--- src/rtl/uart_core_param_if.sv ---
// CPU-side bus of uart_core_param: TX/RX FIFO handshakes and sticky error flags.
interface uart_core_param_if #(parameter int DATA_BITS = 8);
  logic [DATA_BITS-1:0] tx_data_in;
  logic                 write_tx_data;
  logic                 tx_buffer_full;
  logic                 tx_busy;
  logic [DATA_BITS-1:0] rx_data_out;
  logic                 read_rx_data_ack;
  logic                 rx_data_present;
  logic                 rx_buffer_full;
  logic                 frame_err;
  logic                 overrun_err;
  logic                 parity_err;
  logic                 clear_err;

  modport master (
    output tx_data_in, write_tx_data, read_rx_data_ack, clear_err,
    input  tx_buffer_full, tx_busy, rx_data_out, rx_data_present, rx_buffer_full,
           frame_err, overrun_err, parity_err
  );

  modport slave (
    input  tx_data_in, write_tx_data, read_rx_data_ack, clear_err,
    output tx_buffer_full, tx_busy, rx_data_out, rx_data_present, rx_buffer_full,
           frame_err, overrun_err, parity_err
  );
endinterface

--- src/rtl/uart_core_param.sv ---
// Parametrised full-duplex UART: 16x baud generator, TX/RX shift engines, TX/RX FIFOs.
// Optional parity bit enabled by defining UART_PARITY_EN (adds parameter PARITY_ODD).

module uart_core_param_fifo #(
  parameter int W     = 8,
  parameter int DEPTH = 16
) (
  input  logic         clk,
  input  logic         reset,
  input  logic         push,
  input  logic         pop,
  input  logic [W-1:0] din,
  output logic [W-1:0] dout,
  output logic         empty,
  output logic         full
);
  localparam int AW = $clog2(DEPTH);
  localparam logic [AW:0] FULL_CNT = (AW+1)'(DEPTH);

  logic [W-1:0]  mem [DEPTH];
  logic [AW-1:0] wptr, rptr;
  logic [AW:0]   count;
  logic          do_pop;

  // Callers only push when there is room (or a pop frees it in the same cycle).
  assign do_pop = pop && !empty;
  assign empty  = (count == '0);
  assign full   = (count == FULL_CNT);
  assign dout   = mem[rptr];

  always_ff @(posedge clk) begin
    if (reset) begin
      wptr  <= '0;
      rptr  <= '0;
      count <= '0;
    end else begin
      if (push)   wptr <= wptr + AW'(1);
      if (do_pop) rptr <= rptr + AW'(1);
      if (push && !do_pop)      count <= count + (AW+1)'(1);
      else if (!push && do_pop) count <= count - (AW+1)'(1);
    end
  end

  always_ff @(posedge clk)
    if (push) mem[wptr] <= din;
endmodule

module uart_core_param #(
  parameter int CLK_HZ     = 12_000_000,
  parameter int BAUD       = 9600,
  parameter int DATA_BITS  = 8,
  parameter int STOP_BITS  = 1,
  parameter int FIFO_DEPTH = 16
`ifdef UART_PARITY_EN
  , parameter bit PARITY_ODD = 1'b0
`endif
) (
  input  logic             clk,
  input  logic             reset,
  uart_core_param_if.slave bus,
  output logic             rs232_tx,
  input  logic             rs232_rx
);
  localparam int BAUD_DIV = CLK_HZ / (16 * BAUD);
  localparam int DW       = $clog2(BAUD_DIV);

  typedef enum logic [2:0] {
    S_IDLE,
    S_START,
    S_DATA,
`ifdef UART_PARITY_EN
    S_PARITY,
`endif
    S_STOP,
    S_WAIT_HI
  } state_t;

  // Free-running 16x oversample tick shared by both directions.
  logic [DW-1:0] baud_cnt;
  logic          en16;

  always_ff @(posedge clk) begin
    if (reset) begin
      baud_cnt <= '0;
      en16     <= 1'b0;
    end else if (baud_cnt == DW'(BAUD_DIV - 1)) begin
      baud_cnt <= '0;
      en16     <= 1'b1;
    end else begin
      baud_cnt <= baud_cnt + DW'(1);
      en16     <= 1'b0;
    end
  end

  // ---------------- TX ----------------
  logic                 tx_push, tx_pop, tx_empty, tx_full, tx_done, tx_stop_last;
  logic [DATA_BITS-1:0] tx_head, tx_shift;
  state_t               tx_state;
  logic [3:0]           tx_tick;
  logic [2:0]           tx_bit;
  logic                 tx_stop_n;
`ifdef UART_PARITY_EN
  logic                 tx_par;
`endif

  assign tx_push      = bus.write_tx_data && !tx_full;
  assign tx_done      = en16 && (tx_tick == 4'd15);
  assign tx_stop_last = (tx_stop_n == 1'(STOP_BITS - 1));
  assign tx_pop       = !tx_empty &&
                        ((tx_state == S_IDLE) || (tx_state == S_STOP && tx_done && tx_stop_last));

  uart_core_param_fifo #(.W(DATA_BITS), .DEPTH(FIFO_DEPTH)) u_tx_fifo (
    .clk(clk), .reset(reset), .push(tx_push), .pop(tx_pop), .din(bus.tx_data_in),
    .dout(tx_head), .empty(tx_empty), .full(tx_full)
  );

  always_ff @(posedge clk) begin
    if (reset) begin
      tx_state  <= S_IDLE;
      rs232_tx  <= 1'b1;
      tx_tick   <= '0;
      tx_bit    <= '0;
      tx_stop_n <= 1'b0;
      tx_shift  <= '0;
`ifdef UART_PARITY_EN
      tx_par    <= 1'b0;
`endif
    end else begin
      if (en16) tx_tick <= tx_tick + 4'd1;
      case (tx_state)
        S_IDLE: if (tx_pop) begin
          tx_state <= S_START;
          rs232_tx <= 1'b0;
          tx_shift <= tx_head;
          tx_tick  <= '0;
`ifdef UART_PARITY_EN
          tx_par   <= ^tx_head ^ PARITY_ODD;
`endif
        end
        S_START: if (tx_done) begin
          tx_state <= S_DATA;
          rs232_tx <= tx_shift[0];
          tx_bit   <= '0;
        end
        S_DATA: if (tx_done) begin
          tx_shift <= tx_shift >> 1;
          if (tx_bit == 3'(DATA_BITS - 1)) begin
`ifdef UART_PARITY_EN
            tx_state  <= S_PARITY;
            rs232_tx  <= tx_par;
`else
            tx_state  <= S_STOP;
            rs232_tx  <= 1'b1;
            tx_stop_n <= 1'b0;
`endif
          end else begin
            tx_bit   <= tx_bit + 3'd1;
            rs232_tx <= tx_shift[1];
          end
        end
`ifdef UART_PARITY_EN
        S_PARITY: if (tx_done) begin
          tx_state  <= S_STOP;
          rs232_tx  <= 1'b1;
          tx_stop_n <= 1'b0;
        end
`endif
        S_STOP: if (tx_done) begin
          if (!tx_stop_last) begin
            tx_stop_n <= 1'b1;
          end else if (tx_pop) begin
            // back-to-back frame: straight into the next start bit
            tx_state <= S_START;
            rs232_tx <= 1'b0;
            tx_shift <= tx_head;
`ifdef UART_PARITY_EN
            tx_par   <= ^tx_head ^ PARITY_ODD;
`endif
          end else begin
            tx_state <= S_IDLE;
            rs232_tx <= 1'b1;
          end
        end
        default: begin
          tx_state <= S_IDLE;
          rs232_tx <= 1'b1;
        end
      endcase
    end
  end

  assign bus.tx_buffer_full = tx_full;
  assign bus.tx_busy        = (tx_state != S_IDLE) || !tx_empty;

  // ---------------- RX ----------------
  logic [1:0]           rx_sync;
  logic                 rxd, rx_sample, rx_push_req, rx_push, rx_empty, rx_full;
  logic                 frm_set, ovr_set;
  logic [DATA_BITS-1:0] rx_head, rx_shift;
  state_t               rx_state;
  logic [3:0]           rx_tick;
  logic [2:0]           rx_bit;

  always_ff @(posedge clk) begin
    if (reset) rx_sync <= 2'b11;
    else       rx_sync <= {rx_sync[0], rs232_rx};
  end
  assign rxd = rx_sync[1];

  assign rx_sample   = en16 && (rx_tick == 4'd15);
  assign rx_push_req = (rx_state == S_STOP) && rx_sample && rxd;
  assign frm_set     = (rx_state == S_STOP) && rx_sample && !rxd;
  // A pop in the same cycle makes room, so a full FIFO only overruns without an ack.
  assign rx_push     = rx_push_req && (!rx_full || bus.read_rx_data_ack);
  assign ovr_set     = rx_push_req && rx_full && !bus.read_rx_data_ack;

  uart_core_param_fifo #(.W(DATA_BITS), .DEPTH(FIFO_DEPTH)) u_rx_fifo (
    .clk(clk), .reset(reset), .push(rx_push), .pop(bus.read_rx_data_ack), .din(rx_shift),
    .dout(rx_head), .empty(rx_empty), .full(rx_full)
  );

  always_ff @(posedge clk) begin
    if (reset) begin
      rx_state <= S_IDLE;
      rx_tick  <= '0;
      rx_bit   <= '0;
      rx_shift <= '0;
    end else begin
      if (en16) rx_tick <= rx_tick + 4'd1;
      case (rx_state)
        S_IDLE: if (en16 && !rxd) begin
          rx_state <= S_START;
          rx_tick  <= '0;
        end
        S_START: if (en16 && rx_tick == 4'd7) begin
          // mid-bit re-check; a high line here was only a glitch
          rx_state <= rxd ? S_IDLE : S_DATA;
          rx_tick  <= '0;
          rx_bit   <= '0;
        end
        S_DATA: if (rx_sample) begin
          rx_shift <= {rxd, rx_shift[DATA_BITS-1:1]};
          if (rx_bit == 3'(DATA_BITS - 1)) begin
`ifdef UART_PARITY_EN
            rx_state <= S_PARITY;
`else
            rx_state <= S_STOP;
`endif
          end else begin
            rx_bit <= rx_bit + 3'd1;
          end
        end
`ifdef UART_PARITY_EN
        S_PARITY: if (rx_sample) rx_state <= S_STOP;
`endif
        S_STOP:    if (rx_sample) rx_state <= S_WAIT_HI;
        S_WAIT_HI: if (rxd)       rx_state <= S_IDLE;
        default:   rx_state <= S_IDLE;
      endcase
    end
  end

  // Sticky flags: a set in the same cycle as clear_err wins.
  logic frame_err_q, overrun_err_q;
  always_ff @(posedge clk) begin
    if (reset) begin
      frame_err_q   <= 1'b0;
      overrun_err_q <= 1'b0;
    end else begin
      frame_err_q   <= frm_set | (frame_err_q & ~bus.clear_err);
      overrun_err_q <= ovr_set | (overrun_err_q & ~bus.clear_err);
    end
  end

`ifdef UART_PARITY_EN
  logic par_set, parity_err_q;
  assign par_set = (rx_state == S_PARITY) && rx_sample && (rxd != (^rx_shift ^ PARITY_ODD));
  always_ff @(posedge clk) begin
    if (reset) parity_err_q <= 1'b0;
    else       parity_err_q <= par_set | (parity_err_q & ~bus.clear_err);
  end
  assign bus.parity_err = parity_err_q;
`else
  assign bus.parity_err = 1'b0;
`endif

  assign bus.frame_err       = frame_err_q;
  assign bus.overrun_err     = overrun_err_q;
  assign bus.rx_data_out     = rx_empty ? '0 : rx_head;
  assign bus.rx_data_present = !rx_empty;
  assign bus.rx_buffer_full  = rx_full;
endmodule

--- src/flat_wrapper.sv ---
// flat-port wrapper written by rule: the top's interface ports become plain ports
module uart_core_param_flat 
#(
  parameter int CLK_HZ     = 12_000_000,
  parameter int BAUD       = 9600,
  parameter int DATA_BITS  = 8,
  parameter int STOP_BITS  = 1,
  parameter int FIFO_DEPTH = 16

)
  (clk, reset, rs232_tx, rs232_rx, bus_tx_data_in, bus_write_tx_data, bus_read_rx_data_ack, bus_clear_err, bus_tx_buffer_full, bus_tx_busy, bus_rx_data_out, bus_rx_data_present, bus_rx_buffer_full, bus_frame_err, bus_overrun_err, bus_parity_err);
  uart_core_param_if #(.DATA_BITS(DATA_BITS)) bus_i ();
  input  logic clk;
  input  logic reset;
  output logic rs232_tx;
  input  logic rs232_rx;
  input wire logic [$bits(bus_i.tx_data_in)-1:0] bus_tx_data_in;
  input wire logic [$bits(bus_i.write_tx_data)-1:0] bus_write_tx_data;
  input wire logic [$bits(bus_i.read_rx_data_ack)-1:0] bus_read_rx_data_ack;
  input wire logic [$bits(bus_i.clear_err)-1:0] bus_clear_err;
  output wire logic [$bits(bus_i.tx_buffer_full)-1:0] bus_tx_buffer_full;
  output wire logic [$bits(bus_i.tx_busy)-1:0] bus_tx_busy;
  output wire logic [$bits(bus_i.rx_data_out)-1:0] bus_rx_data_out;
  output wire logic [$bits(bus_i.rx_data_present)-1:0] bus_rx_data_present;
  output wire logic [$bits(bus_i.rx_buffer_full)-1:0] bus_rx_buffer_full;
  output wire logic [$bits(bus_i.frame_err)-1:0] bus_frame_err;
  output wire logic [$bits(bus_i.overrun_err)-1:0] bus_overrun_err;
  output wire logic [$bits(bus_i.parity_err)-1:0] bus_parity_err;
  assign bus_i.tx_data_in = bus_tx_data_in;
  assign bus_i.write_tx_data = bus_write_tx_data;
  assign bus_i.read_rx_data_ack = bus_read_rx_data_ack;
  assign bus_i.clear_err = bus_clear_err;
  assign bus_tx_buffer_full = bus_i.tx_buffer_full;
  assign bus_tx_busy = bus_i.tx_busy;
  assign bus_rx_data_out = bus_i.rx_data_out;
  assign bus_rx_data_present = bus_i.rx_data_present;
  assign bus_rx_buffer_full = bus_i.rx_buffer_full;
  assign bus_frame_err = bus_i.frame_err;
  assign bus_overrun_err = bus_i.overrun_err;
  assign bus_parity_err = bus_i.parity_err;
  uart_core_param #(.CLK_HZ(CLK_HZ), .BAUD(BAUD), .DATA_BITS(DATA_BITS), .STOP_BITS(STOP_BITS), .FIFO_DEPTH(FIFO_DEPTH)) u_core (.clk(clk), .reset(reset), .bus(bus_i), .rs232_tx(rs232_tx), .rs232_rx(rs232_rx));
endmodule
--- config.mk ---
export PLATFORM = sky130hd
export DESIGN_NAME = uart_core_param_flat
export DESIGN_NICKNAME = d
export VERILOG_FILES = /design/src/rtl/uart_core_param_if.sv /design/src/rtl/uart_core_param.sv /design/src/flat_wrapper.sv
export SDC_FILE = /design/constraint.sdc
export NUM_CORES = 1
export LEC_CHECK = 0
export ABC_CLOCK_PERIOD_IN_PS = 4000
export CAP_MARGIN = 20
export CORE_ASPECT_RATIO = 0.5
export CORE_MARGIN = 5
export CORE_UTILIZATION = 60
export CTS_CLUSTER_SIZE = 12
export DETAILED_ROUTE_END_ITERATION = 6
export MAX_ROUTING_LAYER = met4
export PLACE_DENSITY = 0.8
export REMOVE_ABC_BUFFERS = 1
export SLEW_MARGIN = 20
export SYNTH_ARGS = -nofsm -noshare
export SYNTH_HDL_FRONTEND = slang
export SYNTH_SLANG_ARGS = --single-unit
--- constraint.sdc ---
create_clock -name clk -period 4 [get_ports clk]
set_clock_uncertainty 0.05 [all_clocks]
set_input_delay 0.8 -clock clk [delete_from_list [all_inputs] [get_ports clk]]
set_output_delay 0.8 -clock clk [all_outputs]
set_load 0.01 [all_outputs]
==> flow_summary.toml, run 1 <==
[pwr]
pwr-share-clk_pct = 35.7
p_sw_share_pct = 24.9
ir_worst_vdd_mv = 0.356
p_leak_uw = 0.00512
power.total_uw = 8300
p_switching_uw = 2070
combPwrFrac_pct = 15.7
pwr-share-seq_pct = 48.6
power_density_mw_per_mm2 = 540
p_int_uw = 6230

[timing]
setup_viol = 0
slew_headroom_pct = 35.1
worst_pin_slew_ns = 0.973
fmax_ghz = 0.268
rsz0062_at_grt = "no"
finalHoldViolCount = 0
fin_tns_setup_ns = 0
finalCritPeriodShare_pct = 93.1
drv_slew = 0
layout_setup_ws_ns = 0.274
fin_crit_ns = 3.73

[floorplan]
dieWidth_um = 224
coreArea_mm2 = 0.0227
ioPinCount = 30
die-area_mm2 = 0.0262
die_y_um = 117
num_rows = 39
start_util_pct = 60.6

[logic_synthesis]
post_synth.cell_area_avg_um2 = 15.7
async_reset_ff_share_pct = 0
ys_ff_latch = 338
syn_inst = 878
syn_area_mm2 = 0.0137
yosysSeqAreaShare_pct = 67.8
synth_edf_count = 256
synth_flop_cell = "edfxtp_1"
synth_cell_types = 54
ys.warnings.count = 0

[placed_design]
gp_congestion = 0.819
post-place-ws_ns = 0.392
hpwl_um = 16200
io_buffers = 28

[layout]
fin_nets = 962
diodes = 0
fin_util_pct = 67.8
seqCellArea_mm2 = 0.00933
drive_gt1_share_pct = 15.1
multi_input_area_mm2 = 0.00412
final_common_cell = "edfxtp_1"
layout_common_cells = "edfxtp_1, nor2_1, dfxtp_1"
synthToLayoutAreaGrowth_pct = 11.8
fill_cells = 1458

[global_routing]
grt_pass1_wl_um = 41400
grt_pass1_vias = 7452
grt_max_degree = 56
antenna_found_initial = 0
track_usage_pct = 21.2
gr-total-overflow = 0

[setup_path]
cp_max_fo = 32
crit_arrival_ns = 2.88
cp.depth = 5
cpMaxStageDelayCell = "mux4_2"
crit_chain = "buf_12, mux4_2, mux4_2, and2_1, clkdlybuf4s50_1"
critPathMaxStageDelay_ns = 0.60
worstSetupStartpointType = "flop"
crit_family = "multiplexers"
end_kind = "output pin"
crit_required_ns = 3.15
path_class = "reg2out"
crit_buf_inv = 2
reg2regPathDepth = 12
cpMostUsedCell = "mux4_2"

[min_path]
min_path_type = "reg2reg"
whs_path_depth = 1

[routing]
final_antenna_net_count = 0
drc_errors = 0
drt-pass1-iter-count = 5
routed_wl_um = 26300
dr_total_vias = 7427
drtIter0Drc = 683
wire_per_inst_um = 21.0
viasPerCell = 5.95

[clock_tree]
htreeDepth = 2
cts_made_buffers = 34
cts.hold.buffers_added = 0
clk_latency_ns = 0.51
cts_tree = "done"
cts_resized = 0
postCtsSetupRepairBufs = 0
clk_pin_slew_worst_paths_ns = 0.06
cts_sinks = 338
root_buffer = "clkbuf_16"
cts_max_path_buffers = 3

[run]
maxCapViolations = 0

[run_status]
status = "finished, final reports clean"
==> power by group through the flow <==
stage                     clock network, uW  logic, uW  registers, uW
after floorplan                           0        927           4110
after global placement                    0       1260           4090
after detailed placement                  0       1300           4100
after CTS                              3020       1310           4030
after global routing                   3190       1450           4050
final                                  2960       1310           4030
==> logic make-up (layout without fill, tap and decap cells) <==
family                     count (synthesis)  count (layout)  share of synthesized area [%]
AOI/OAI and AO/OA                         83              83                           3.87
xor gates and xnor gates                  30              30                           1.91
adders and majority gates                 32              32                           3.02
buffers and inverters                     63             127                           2.16
DFF                                      338             338                           67.8
muxes                                     94              94                           13.3
other                                      1               1                         0.0273
and+or+nand+nor                          237             237                           7.86
==> worst reg2reg max path, delay by kind of cell (launching register included) <==
kind | cells | cell delay [ns]
xor+xnor | 1 | 0.09
buf+inv | 1 | 0.12
compound gates | 3 | 0.47
simple gates | 4 | 1.37
fa+ha+maj | 3 | 0.96
flops | 1 | 0.36
==> cells in the mapped netlist (3+ instances only) <==
master | instances | area share [%]
nor3b_1 | 3 | 0.16
clkbuf_1 | 21 | 0.57
a21o_1 | 6 | 0.33
edfxtp_1 | 256 | 56
nand2b_1 | 7 | 0.32
xnor2_1 | 14 | 0.89
nor2_1 | 96 | 2.6
o221ai_1 | 5 | 0.32
ha_1 | 30 | 2.7
or2_2 | 3 | 0.14
a22oi_1 | 5 | 0.27
nand4_1 | 10 | 0.46
nor2b_1 | 4 | 0.18
o211ai_1 | 4 | 0.22
dfxtp_1 | 82 | 12
nor3_1 | 10 | 0.36
xor2_1 | 16 | 1.0
mux2i_1 | 23 | 1.7
buf_4 | 7 | 0.38
o21ai_0 | 9 | 0.33
mux4_2 | 71 | 12
a21oi_1 | 37 | 1.3
and2_1 | 12 | 0.55
or3_1 | 5 | 0.23
buf_6 | 3 | 0.25
nand2_1 | 61 | 1.7
inv_1 | 17 | 0.46
buf_2 | 9 | 0.33
buf_1 | 6 | 0.16
nand3_1 | 15 | 0.55
==> final cells by class <==
| type | instances | share of cell area (%) |
|---|---|---|
| Tap cell | 307 | 2.50 |
| Multi-Input combinational cell | 477 | 26.8 |
| Clock buffer | 61 | 6.67 |
| Sequential cell | 338 | 60.7 |
| Inverter | 17 | 0.415 |
| Clock inverter | 1 | 0.0570 |
| Timing Repair Buffer | 48 | 2.85 |
==> flip-flops by register name, summed over array words and instances (netlist names), 4 cells and up, named ones only <==
name / flops
u_core.u_tx_fifo.count: 5
u_core.tx_tick: 4
u_core.rx_shift: 8
u_core.baud_cnt: 7
u_core.u_rx_fifo.mem: 128
u_core.tx_shift: 8
u_core.u_tx_fifo.mem: 128
u_core.u_tx_fifo.rptr: 4
u_core.u_rx_fifo.count: 5
u_core.rx_tick: 4
u_core.u_tx_fifo.wptr: 4
u_core.u_rx_fifo.wptr: 4
u_core.u_rx_fifo.rptr: 4
==> routing by layer <==
layer  wire [um]  GRT usage [%]  vias up
li1            -              -     3417
met1       10900           27.3     3725
met2       13300           36.2      231
met3        1560           4.31       54
met4         459           4.40        0
met5           0              -        -
==> worst paths after layout <==
check	from	endpoint	slack, ns
setup / recovery	flop	bus_rx_data_out[4]	0.27
hold reg to reg	u_core.rx_sync[0]	u_core.rx_sync[1]	0.34
hold / removal	u_core.rx_sync[0]	u_core.rx_sync[1]	0.34
setup reg to reg	u_core.rx_tick[1]	u_core.u_rx_fifo.count[4]	0.50
==> metrics by stage <==
step	cells	hold slack [ns]	area, um^2
floorplan	832	0.339	13500
global placement	1187	0.343	14300
detailed placement	1187	0.345	14300
CTS	1249	0.342	15400
global route	1249	0.366	15400
finish	1249	0.342	15400
(Power assumes the default switching activity.)
==> inputs of run 2 (changes only) <==
--- a/config.mk
+++ b/config.mk
@@ -5,15 +5,17 @@
 export SDC_FILE = /design/constraint.sdc
 export NUM_CORES = 1
 export LEC_CHECK = 0
-export ABC_CLOCK_PERIOD_IN_PS = 4000
+export ABC_CLOCK_PERIOD_IN_PS = 4100
 export CAP_MARGIN = 20
+export CELL_PAD_IN_SITES_DETAIL_PLACEMENT = 2
+export CELL_PAD_IN_SITES_GLOBAL_PLACEMENT = 2
 export CORE_ASPECT_RATIO = 0.5
 export CORE_MARGIN = 5
-export CORE_UTILIZATION = 60
+export CORE_UTILIZATION = 46
 export CTS_CLUSTER_SIZE = 12
 export DETAILED_ROUTE_END_ITERATION = 6
 export MAX_ROUTING_LAYER = met4
-export PLACE_DENSITY = 0.8
+export PLACE_DENSITY = 0.82
 export REMOVE_ABC_BUFFERS = 1
 export SLEW_MARGIN = 20
 export SYNTH_ARGS = -nofsm -noshare
==> constraint.sdc (replaced) <==
create_clock -name clk -period 4.1 [get_ports clk]
set_clock_uncertainty 0.05 [all_clocks]
set_input_delay 0.82 -clock clk [delete_from_list [all_inputs] [get_ports clk]]
set_output_delay 0.82 -clock clk [all_outputs]
set_load 0.01 [all_outputs]
==> flow_summary.toml, run 2 (synthesized netlist as in run 1, its figures left out) <==
[pwr]
power_density_mw_per_mm2 = 536
power.total_uw = 8300
p_leak_uw = 0.00512
ir_worst_vdd_mv = 0.262

[timing]
finalHoldViolCount = 0
slew_headroom_pct = 33.9
drv_slew = 0
fin_crit_ns = 3.81
finalCritPeriodShare_pct = 92.9
fmax_ghz = 0.263
rsz0062_at_grt = "no"
setup_viol = 0
fin_tns_setup_ns = 0
worst_pin_slew_ns = 0.987

[layout]
diodes = 0
layout_common_cells = "edfxtp_1, nor2_1, dfxtp_1"
synthToLayoutAreaGrowth_pct = 12.6
drive_gt1_share_pct = 15.1
fin_nets = 962
final_common_cell = "edfxtp_1"
fin_cells = 1332
multi_input_area_mm2 = 0.00412
seqCellArea_mm2 = 0.00933
reg_top3 = "u_core.u_rx_fifo.mem (128), u_core.u_tx_fifo.mem (128)"
fill_cells = 2563
fin_util_pct = 53.0

[setup_path]
crit_arrival_ns = 2.94
end_kind = "output pin"
worstSetupStartpointType = "flop"
r2r_slack_ns = 0.53
timing.rr.start = "u_core.rx_tick[0]"
crit_chain = "buf_12, mux4_2, mux4_2, and2_1, clkdlybuf4s50_1"
cp_max_fo = 32
crit_required_ns = 3.23
rr_endpoint = "u_core.u_rx_fifo.count[4]"
critPathMaxStageDelay_ns = 0.58
cpMostUsedCell = "mux4_2"
path_class = "reg2out"
cpMaxStageDelayCell = "mux4_2"
reg2regPathDepth = 12

[placed_design]
gp_congestion = 0.796
placedCellCount = 1271
io_buffers = 28
hpwl_um = 24100

[floorplan]
start_util_pct = 47.0
coreArea_mm2 = 0.0292
dieWidth_um = 255
ioPinCount = 30
num_rows = 44
die_y_um = 132
die-area_mm2 = 0.0337

[routing]
drc_errors = 0
dr_total_vias = 7710
wire_per_inst_um = 27.2
routed_wl_um = 36300
final_antenna_net_count = 0
viasPerCell = 5.79
drt-pass1-iter-count = 5
drtIter0Drc = 535

[clock_tree]
cts_max_path_buffers = 3
htreeDepth = 2
cts_made_buffers = 34
cts.hold.buffers_added = 0
cts_sinks = 338
cts_resized = 0
root_buffer = "clkbuf_16"
postCtsSetupRepairBufs = 0
cts_tree = "done"
clk_pin_slew_worst_paths_ns = 0.06
clk_latency_ns = 0.52

[global_routing]
grt_max_degree = 38
track_usage_pct = 22.5
gr-total-overflow = 0
antenna_found_initial = 2
grt_pass1_wl_um = 55300
grt_pass1_vias = 8670

[min_path]
holdPathEnd = "u_core.rx_sync[1]"
whs_path_depth = 1
min_path_type = "reg2reg"
min_from = "u_core.rx_sync[0]"

[run]
maxCapViolations = 0

[run_status]
status = "finished, final reports clean"
run 2: how the worst max path moves through the flow:
stage | end | slack (ns) | cells after the start
after floorplan | bus_rx_data_out[0] | 0.50 | 3
final | bus_rx_data_out[4] | 0.29 | 5
after global placement | u_core.u_rx_fifo.count[4] | 0.48 | 11
after global routing | bus_rx_data_out[4] | 0.22 | 5
after CTS | bus_rx_data_out[4] | 0.27 | 5
after detailed placement | u_core.u_rx_fifo.count[4] | 0.38 | 11
run 2: cell type report:
class,instances,share of cell area [%]
sequential,338,60.3
multi-input combinational,477,26.6
clock buffer,60,6.67
tap,391,3.16
timing repair buffer,48,2.83
inverter,17,0.412
clock inverter,1,0.0242
run 2: per-stage QoR:
step           instance area (um^2)  hold WS [ns]  setup slack [ns]
6_report                      15500         0.363             0.292
5_1_grt                       15500         0.391             0.218
4_1_cts                       15500         0.375             0.268
3_5_place_dp                  14400         0.361             0.381
3_3_place_gp                  14400         0.355             0.482
2_1_floorplan                 13500         0.339             0.499
run 2: power by group:
| group | total [uW] | internal [uW] | switching, uW |
|---|---|---|---|
| Combinational | 1360 | 603 | 759 |
| Sequential | 3960 | 3790 | 174 |
| Clock | 2980 | 1700 | 1280 |
| Total | 8300 | 6090 | 2210 |
run 2: critical path, delay by kind of cell (launching register included):
kind          cells  cell delay [ns]
mux               2             1.12
buf+inv           2             0.73
flops             1             0.34
simple gates      1             0.19
run 2: layer usage:
layer / wire (um) / part of all wire (%) / GRT usage [%]
met3: 1850 / 5.1 / 4.22
met1: 14600 / 40 / 27.4
met4: 648 / 1.8 / 4.74
met5: 0 / 0 / -
met2: 19200 / 53 / 39.6
